===== config.mk =====
export PLATFORM = sky130hd
export DESIGN_NAME = fir_ctrl_regs
export DESIGN_NICKNAME = d
export VERILOG_FILES = /design/src/rtl/fir_ctrl_regs_pkg.sv /design/src/rtl/fir_ctrl_regs_frame_seq.sv /design/src/rtl/fir_ctrl_regs.sv
export SDC_FILE = /design/constraint.sdc
export NUM_CORES = 1
export LEC_CHECK = 0
export ABC_AREA = 1
export CORE_ASPECT_RATIO = 1.1
export CORE_UTILIZATION = 45
export CTS_CLUSTER_DIAMETER = 80
export DETAILED_ROUTE_END_ITERATION = 6
export HOLD_SLACK_MARGIN = 0.1
export PLACE_DENSITY = 0.73
export SYNTH_ARGS = -nofsm -noshare
export SYNTH_HDL_FRONTEND = slang
export SYNTH_SLANG_ARGS = --single-unit

===== constraint.sdc =====
create_clock -name clk -period 2.6 [get_ports clk]
set_input_delay 0.52 -clock clk [delete_from_list [all_inputs] [get_ports clk]]
set_output_delay 0.52 -clock clk [all_outputs]
set_load 0.01 [all_outputs]

===== src/rtl/fir_ctrl_regs_pkg.sv =====
// Shared definitions for the FIR control block: register word indices,
// CTRL/ISR bit positions, frame sequencer states and byte-lane mask helper.
package fir_ctrl_regs_pkg;

  localparam logic [5:0] W_CTRL   = 6'h00;
  localparam logic [5:0] W_STATUS = 6'h01;
  localparam logic [5:0] W_ISR    = 6'h02;
  localparam logic [5:0] W_DIM    = 6'h03;
  localparam logic [5:0] W_SHIFT  = 6'h04;
  localparam logic [5:0] W_PIXCNT = 6'h05;
  localparam logic [5:0] W_COEF0  = 6'h08;

  localparam int unsigned CTRL_START  = 0;
  localparam int unsigned CTRL_ABORT  = 1;
  localparam int unsigned CTRL_IRQ_EN = 2;
  localparam int unsigned ISR_DONE    = 0;
  localparam int unsigned ISR_ABORTED = 1;

  typedef enum logic [1:0] {
    ST_IDLE,
    ST_LAUNCH,
    ST_RUN,
    ST_DONE
  } seq_state_t;

  function automatic logic [31:0] strb_mask(input logic [3:0] strb);
    logic [31:0] m;
    m = '0;
    for (int unsigned b = 0; b < 4; b++) begin
      m[8*b +: 8] = {8{strb[b]}};
    end
    return m;
  endfunction

endpackage


===== src/rtl/fir_ctrl_regs_frame_seq.sv =====
// Frame sequencer: IDLE/LAUNCH/RUN/DONE FSM with column/row position and
// output-pixel counter; end of frame found by col/row compare only.
module fir_frame_seq
  import fir_ctrl_regs_pkg::*;
#(
  parameter int unsigned DIM_BITS = 11
) (
  input  logic                    clk,
  input  logic                    rst_n,
  input  logic                    start,
  input  logic                    abort,
  input  logic [DIM_BITS-1:0]     width,
  input  logic [DIM_BITS-1:0]     height,
  input  logic                    pix_out_valid,
  output seq_state_t              state,
  output logic                    frame_start,
  output logic                    filt_en,
  output logic                    done_p,
  output logic                    abort_p,
  output logic [2*DIM_BITS-1:0]   pixcnt
);

  seq_state_t              r_state;
  seq_state_t              w_next;
  logic [DIM_BITS-1:0]     r_col;
  logic [DIM_BITS-1:0]     r_row;
  logic [2*DIM_BITS-1:0]   r_pixcnt;
  logic                    w_go;
  logic                    w_pix;
  logic                    w_col_last;
  logic                    w_row_last;

  // ABORT in the same write as START suppresses the launch
  assign w_go       = start & ~abort & (width != '0) & (height != '0);
  assign w_pix      = (r_state == ST_RUN) & pix_out_valid & ~abort;
  assign w_col_last = (r_col == width - DIM_BITS'(1));
  assign w_row_last = (r_row == height - DIM_BITS'(1));

  always_ff @(posedge clk or negedge rst_n) begin
    if (!rst_n) begin
      r_state <= ST_IDLE;
    end else begin
      r_state <= w_next;
    end
  end

  always_comb begin
    w_next = r_state;
    case (r_state)
      ST_IDLE:   if (w_go) w_next = ST_LAUNCH;
      ST_LAUNCH: w_next = abort ? ST_IDLE : ST_RUN;
      ST_RUN: begin
        if (abort) begin
          w_next = ST_IDLE;
        end else if (w_pix && w_col_last && w_row_last) begin
          w_next = ST_DONE;
        end
      end
      ST_DONE:   w_next = ST_IDLE;
      default:   w_next = ST_IDLE;
    endcase
  end

  always_ff @(posedge clk or negedge rst_n) begin
    if (!rst_n) begin
      r_col    <= '0;
      r_row    <= '0;
      r_pixcnt <= '0;
    end else if (r_state == ST_IDLE && w_go) begin
      r_col    <= '0;
      r_row    <= '0;
      r_pixcnt <= '0;
    end else if (w_pix) begin
      r_pixcnt <= r_pixcnt + (2*DIM_BITS)'(1);
      if (w_col_last) begin
        r_col <= '0;
        r_row <= r_row + DIM_BITS'(1);
      end else begin
        r_col <= r_col + DIM_BITS'(1);
      end
    end
  end

  assign state       = r_state;
  assign frame_start = (r_state == ST_LAUNCH);
  assign filt_en     = (r_state == ST_RUN);
  assign done_p      = (r_state == ST_DONE);
  assign abort_p     = abort & ((r_state == ST_LAUNCH) | (r_state == ST_RUN));
  assign pixcnt      = r_pixcnt;

endmodule


===== src/rtl/fir_ctrl_regs.sv =====
// FIR filter register bank: byte-strobed register decode, config lock while
// a frame runs, ISR/irq handling and combinational read mux.
module fir_ctrl_regs
  import fir_ctrl_regs_pkg::*;
#(
  parameter int unsigned COEF_BITS = 8,
  parameter int unsigned DIM_BITS  = 11,
  parameter int unsigned NUM_COEF  = 9
) (
  input  logic                          clk,
  input  logic                          rst_n,
  input  logic [7:0]                    wr_addr,
  input  logic                          wr_en,
  input  logic [31:0]                   wr_data,
  input  logic [3:0]                    wr_strb,
  input  logic [7:0]                    rd_addr,
  input  logic                          rd_en,
  output logic [31:0]                   rd_data,
  output logic [NUM_COEF*COEF_BITS-1:0] cfg_coef,
  output logic [3:0]                    cfg_shift,
  output logic [DIM_BITS-1:0]           img_width,
  output logic [DIM_BITS-1:0]           img_height,
  output logic                          frame_start,
  output logic                          filt_en,
  input  logic                          pix_out_valid,
  output logic                          irq
);

  logic [COEF_BITS-1:0]  r_coef [NUM_COEF];
  logic [DIM_BITS-1:0]   r_width;
  logic [DIM_BITS-1:0]   r_height;
  logic [3:0]            r_shift;
  logic                  r_irq_en;
  logic [1:0]            r_isr;
  logic                  r_irq;

  logic [5:0]            w_wr_word;
  logic [5:0]            w_rd_word;
  logic [31:0]           w_wmask;
  logic                  w_ctrl_wr;
  logic                  w_start;
  logic                  w_abort;
  logic                  w_cfg_wr;
  logic                  w_busy;
  logic [1:0]            w_isr_clr;
  logic [1:0]            w_isr_set;
  seq_state_t            w_state;
  logic                  w_done_p;
  logic                  w_abort_p;
  logic [2*DIM_BITS-1:0] w_pixcnt;
  logic                  w_unused;

  assign w_wr_word = wr_addr[7:2];
  assign w_rd_word = rd_addr[7:2];
  assign w_wmask   = strb_mask(wr_strb);
  assign w_busy    = (w_state != ST_IDLE);
  assign w_ctrl_wr = wr_en & (w_wr_word == W_CTRL) & wr_strb[0];
  assign w_start   = w_ctrl_wr & wr_data[CTRL_START];
  assign w_abort   = w_ctrl_wr & wr_data[CTRL_ABORT];
  assign w_cfg_wr  = wr_en & ~w_busy;
  assign w_isr_clr = (wr_en && w_wr_word == W_ISR && wr_strb[0]) ? wr_data[1:0] : '0;
  assign w_isr_set = {w_abort_p, w_done_p};
  assign w_unused  = ^{rd_en, wr_addr[1:0], rd_addr[1:0], wr_data, w_wmask};

  fir_frame_seq #(
    .DIM_BITS (DIM_BITS)
  ) u_seq (
    .clk           (clk),
    .rst_n         (rst_n),
    .start         (w_start),
    .abort         (w_abort),
    .width         (r_width),
    .height        (r_height),
    .pix_out_valid (pix_out_valid),
    .state         (w_state),
    .frame_start   (frame_start),
    .filt_en       (filt_en),
    .done_p        (w_done_p),
    .abort_p       (w_abort_p),
    .pixcnt        (w_pixcnt)
  );

  always_ff @(posedge clk or negedge rst_n) begin
    if (!rst_n) begin
      r_width  <= '0;
      r_height <= '0;
      r_shift  <= '0;
      r_irq_en <= 1'b0;
      r_isr    <= '0;
      r_irq    <= 1'b0;
      for (int unsigned k = 0; k < NUM_COEF; k++) begin
        r_coef[k] <= '0;
      end
    end else begin
      if (w_ctrl_wr) r_irq_en <= wr_data[CTRL_IRQ_EN];
      // hardware set dominates a simultaneous W1C
      r_isr <= (r_isr & ~w_isr_clr) | w_isr_set;
      r_irq <= r_irq_en & (|r_isr);
      if (w_cfg_wr && w_wr_word == W_DIM) begin
        r_width  <= (r_width & ~w_wmask[DIM_BITS-1:0]) |
                    (wr_data[DIM_BITS-1:0] & w_wmask[DIM_BITS-1:0]);
        r_height <= (r_height & ~w_wmask[16 +: DIM_BITS]) |
                    (wr_data[16 +: DIM_BITS] & w_wmask[16 +: DIM_BITS]);
      end
      if (w_cfg_wr && w_wr_word == W_SHIFT) begin
        r_shift <= (r_shift & ~w_wmask[3:0]) | (wr_data[3:0] & w_wmask[3:0]);
      end
      for (int unsigned k = 0; k < NUM_COEF; k++) begin
        if (w_cfg_wr && w_wr_word == W_COEF0 + 6'(k)) begin
          r_coef[k] <= (r_coef[k] & ~w_wmask[COEF_BITS-1:0]) |
                       (wr_data[COEF_BITS-1:0] & w_wmask[COEF_BITS-1:0]);
        end
      end
    end
  end

  always_comb begin
    rd_data = '0;
    case (w_rd_word)
      W_CTRL:   rd_data[CTRL_IRQ_EN] = r_irq_en;
      W_STATUS: rd_data[1:0] = {2{w_busy}};
      W_ISR:    rd_data[1:0] = r_isr;
      W_DIM: begin
        rd_data[DIM_BITS-1:0]    = r_width;
        rd_data[16 +: DIM_BITS]  = r_height;
      end
      W_SHIFT:  rd_data[3:0] = r_shift;
      W_PIXCNT: rd_data[2*DIM_BITS-1:0] = w_pixcnt;
      default: begin
        for (int unsigned k = 0; k < NUM_COEF; k++) begin
          if (w_rd_word == W_COEF0 + 6'(k)) begin
            rd_data = {{(32-COEF_BITS){r_coef[k][COEF_BITS-1]}}, r_coef[k]};
          end
        end
      end
    endcase
  end

  always_comb begin
    cfg_coef = '0;
    for (int unsigned k = 0; k < NUM_COEF; k++) begin
      cfg_coef[k*COEF_BITS +: COEF_BITS] = r_coef[k];
    end
  end

  assign cfg_shift  = r_shift;
  assign img_width  = r_width;
  assign img_height = r_height;
  assign irq        = r_irq;

endmodule


==> metrics <==
status finished with violations; failing checks setup timing; Sw Ratio around a third; worst path required time 2080 ps; setup ws final -85.54 ps; Pint 0.004980 W; residual DRC count 0; # rows 52; highest-delay cell along the critical path and3_4; Post-Layout Inst Area roughly 12,000 um2; crit start category primary input; maxcap violations 0; Buffers on Ports 174; global route overflow 0; global-route wire length before repair 47,580 um; DP HPWL 21,590 um; Place WS -897.7 ps; CTS Buf Count 17; worst skew pair latency between 400 and 500 ps; share of cells above drive strength 1 19.88%; leakage roughly 5.8 nW; initial antenna violation count 0; clock buffer depth 2; Max stage delay on crit path 250 ps; most area-consuming cells after synthesis dfrtp_1 (44%), nand2_1 (14%), o21ai_0 (6.9%), nand3_1 (5.4%), inv_1 (4.1%); H-tree Lvls 4; EDFF count, synth 0; pin count of the biggest net entering global routing 58; Max Freq 0.3724 GHz; top_reg_cell synth dfrtp_1; clock skew approximately 8.3 ps; met3 Use GR 7.454%; Final Hold Fails 0; arrival time at the worst endpoint 2170 ps; fin crit period roughly 2700 ps; worst-path fanout max 5; Via density between 5 and 6; flops & latches, synth 148; Core Region ~18,000 um2; grt peak-use layer met2; DRT iter0 DRCs 696; die footprint 19,320 um2; Cell Chain, Critical Path buf_8 > nor2_4 > buf_6 > nand2_1 > nor2_2 > nand2_1 > nand3_1 > o21ai_2 > nand4_1 > o21ai_4 > and3_4 > buf_6 > nand2_8 > buf_6; CP endpoint kind primary output; Crit path max-delay family simple AND/OR/NAND/NOR gates; part of the power in the clock network 34.2%; vias post-DR between 9,000 and 10,000; Cell Count, Final, Fillers Out between 1,500 and 2,000; Synth top area share 43.85%; kind of critical path primary input to primary output; area leader, netlist dfrtp_1; vias in the first global route ~8,800; sequential area share after synthesis 43.85%; Clk pin slew, worst setup/hold paths 60 ps; post-layout net count 1,440; worst vdd ir 0.0004989 V; crit path buf inv count 4; Slew headroom approximately three fifths; Starting Density 45.87%; drt wl/cell between 15 and 20 um; sequential cell area ~3700 um2; CTS tree yes; M1 GR Usage 39.85%; Chip Width 132.6 um; Root Driver clkbuf_16; final setup fails 19; fin. max-slew vios 0; Cell variety after synth 50; Mapped Area 8446 um2; Total GRT Usage 31.94%; IO Count 190; placed insts approximately 1,600; total wire length 30,440 um; syn avg cell area 7.664 um2; Finished Core Util around two thirds; Pre-antenna DRT Iters 6; dpl cell area 11,060 um2; antenna-violating nets left 0; ant diodes 0; met2 Usage GRT a little over half; syn_nets 1,171; P_sw between 0.002 and 0.003 W; footprint of the multi-input gates 4453 um2; hold crit path type flop to flop; asr flop ratio synth 100.0%; Mapped Cells 1,102; unrepaired setup endpoints after global routing yes; Fill cells between 1,500 and 2,000; Seq pwr share 38.6%; Top cell by count, worst path buf_6; Logic pwr share 27.2%; final period utilization 103.3%; pwr/cell area 622.7 nW/um2; Area Overhead vs Synth 42.22%; Sink Count 148; Routability Congestion approximately 0.97; Design Power 0.007480 W; Worst-Margin Slew approximately 570 ps; Yosys Warn Count 0; die height 145.7 um
[per-layer routing]
| metal | wire length (um) | vias to the layer above |
|---|---|---|
| met4 | 1245 | 0 |
| li1 | - | 4207 |
| met2 | 14470 | 484 |
| met3 | 2599 | 96 |
| met1 | 12120 | 4295 |
| met5 | 0 | - |
[cell usage in the layout, fill, tap and decap left out, types with 11 or more instances in the layout]
cell               n
clkdlybuf4s50_1  135
dfrtp_1          148
a21oi_1           20
buf_2             21
nand2_2           14
xor2_1            20
buf_6             21
ha_1              11
nand2_1          311
nand3_1           87
mux2_2            14
clkbuf_16         17
nand4_1           32
buf_4             84
o21ai_0          109
inv_1             88
o21ai_2           12
nor2_1            70
nor3_1            25
[what timing repair did]
action	4_1_cts	5_1_grt
setup endpoints to repair	32	32
cloned	5	0
pin swaps	18	17
hold buffers	1	0
endpoints found under the hold margin	45	0
gates resized for setup	205	39
buffers inserted	15	1
[through the flow]
stage / hold slack (ps) / TNS [ps]
6_report: 509.6 / -836.2
5_1_grt: 542.1 / -2245
4_1_cts: 472.9 / -209.2
3_5_place_dp: 462.4 / -25900
3_3_place_gp: 455.3 / -24150
2_1_floorplan: 224.4 / 0
[worst reg2reg max path, cell delays in order (launching register included)]
cell and delay, ps:
dfrtp_1 510, nor2_4 240, nand3b_1 100, nor3_1 330, a31oi_1 120, nand3_1 130, buf_4 230, nand2_1 120
inv_1 110, nand2_1 140, o21ai_0 200
[kinds of logic after synthesis]
group | share of synthesized area (%)
mux | 2.222
simple gates | 31.24
buf+inv | 6.444
flops | 43.85
xor+xnor | 2.489
compound gates | 11.97
fa+ha+maj | 1.778
[power groups by stage]
stage / registers (W) / clock network (W) / logic [W]
finish: 0.00289 / 0.00256 / 0.00204
floorplan: 0.00289 / 0 / 0.00105
CTS: 0.00288 / 0.00257 / 0.00202
global placement: 0.00290 / 0 / 0.00193
global route: 0.00291 / 0.00266 / 0.00224
detailed placement: 0.00290 / 0 / 0.00198
[final cells by class]
| type | count | area share [%] |
|---|---|---|
| flip-flops and latches | 148 | 30.83 |
| clock inverters | 13 | 1.427 |
| repair buffers | 277 | 21.31 |
| well taps | 243 | 2.531 |
| multi-input cells | 827 | 37.07 |
| clock buffers | 18 | 3.573 |
| inverters | 100 | 3.250 |
[synthesized netlist by cell type (2+ instances only)]
library cell / instances
a31oi_1: 2
and2_1: 3
a22oi_1: 13
o22ai_1: 5
mux2_2: 14
a211oi_1: 2
nand2_2: 6
nor2_4: 4
xor2_1: 20
a21oi_1: 21
nor4_1: 3
inv_1: 92
nand3_1: 91
nand4_1: 32
inv_2: 6
o21a_1: 2
o21ai_1: 2
nor2_2: 9
dfrtp_1: 148
o21bai_1: 3
o21ai_0: 116
and3_1: 3
o21ai_2: 6
nand3b_1: 4
buf_4: 5
nand3_2: 3
clkbuf_1: 21
or2_2: 2
mux2i_1: 3
nand2_1: 321
nor3_2: 4
buf_6: 4
nor2_1: 75
xnor2_1: 4
nor3_1: 27
ha_1: 12
[worst paths after layout]
path,slack [ps],start,cells past startpoint,to
setup / recovery,-90,rd_addr[7],14,rd_data[28]
hold / removal,510,flop,2,flop
setup reg to reg,280,flop,10,u_seq.r_col[10]$_DFFE_PN0P_
hold reg to reg,510,flop,2,flop
max in group asynchronous,1270,rst_n,3,async pin
min in group asynchronous,650,rst_n,2,u_seq.pixcnt[1]$_DFFE_PN0P_
Power figures use the tool's default switching activity.
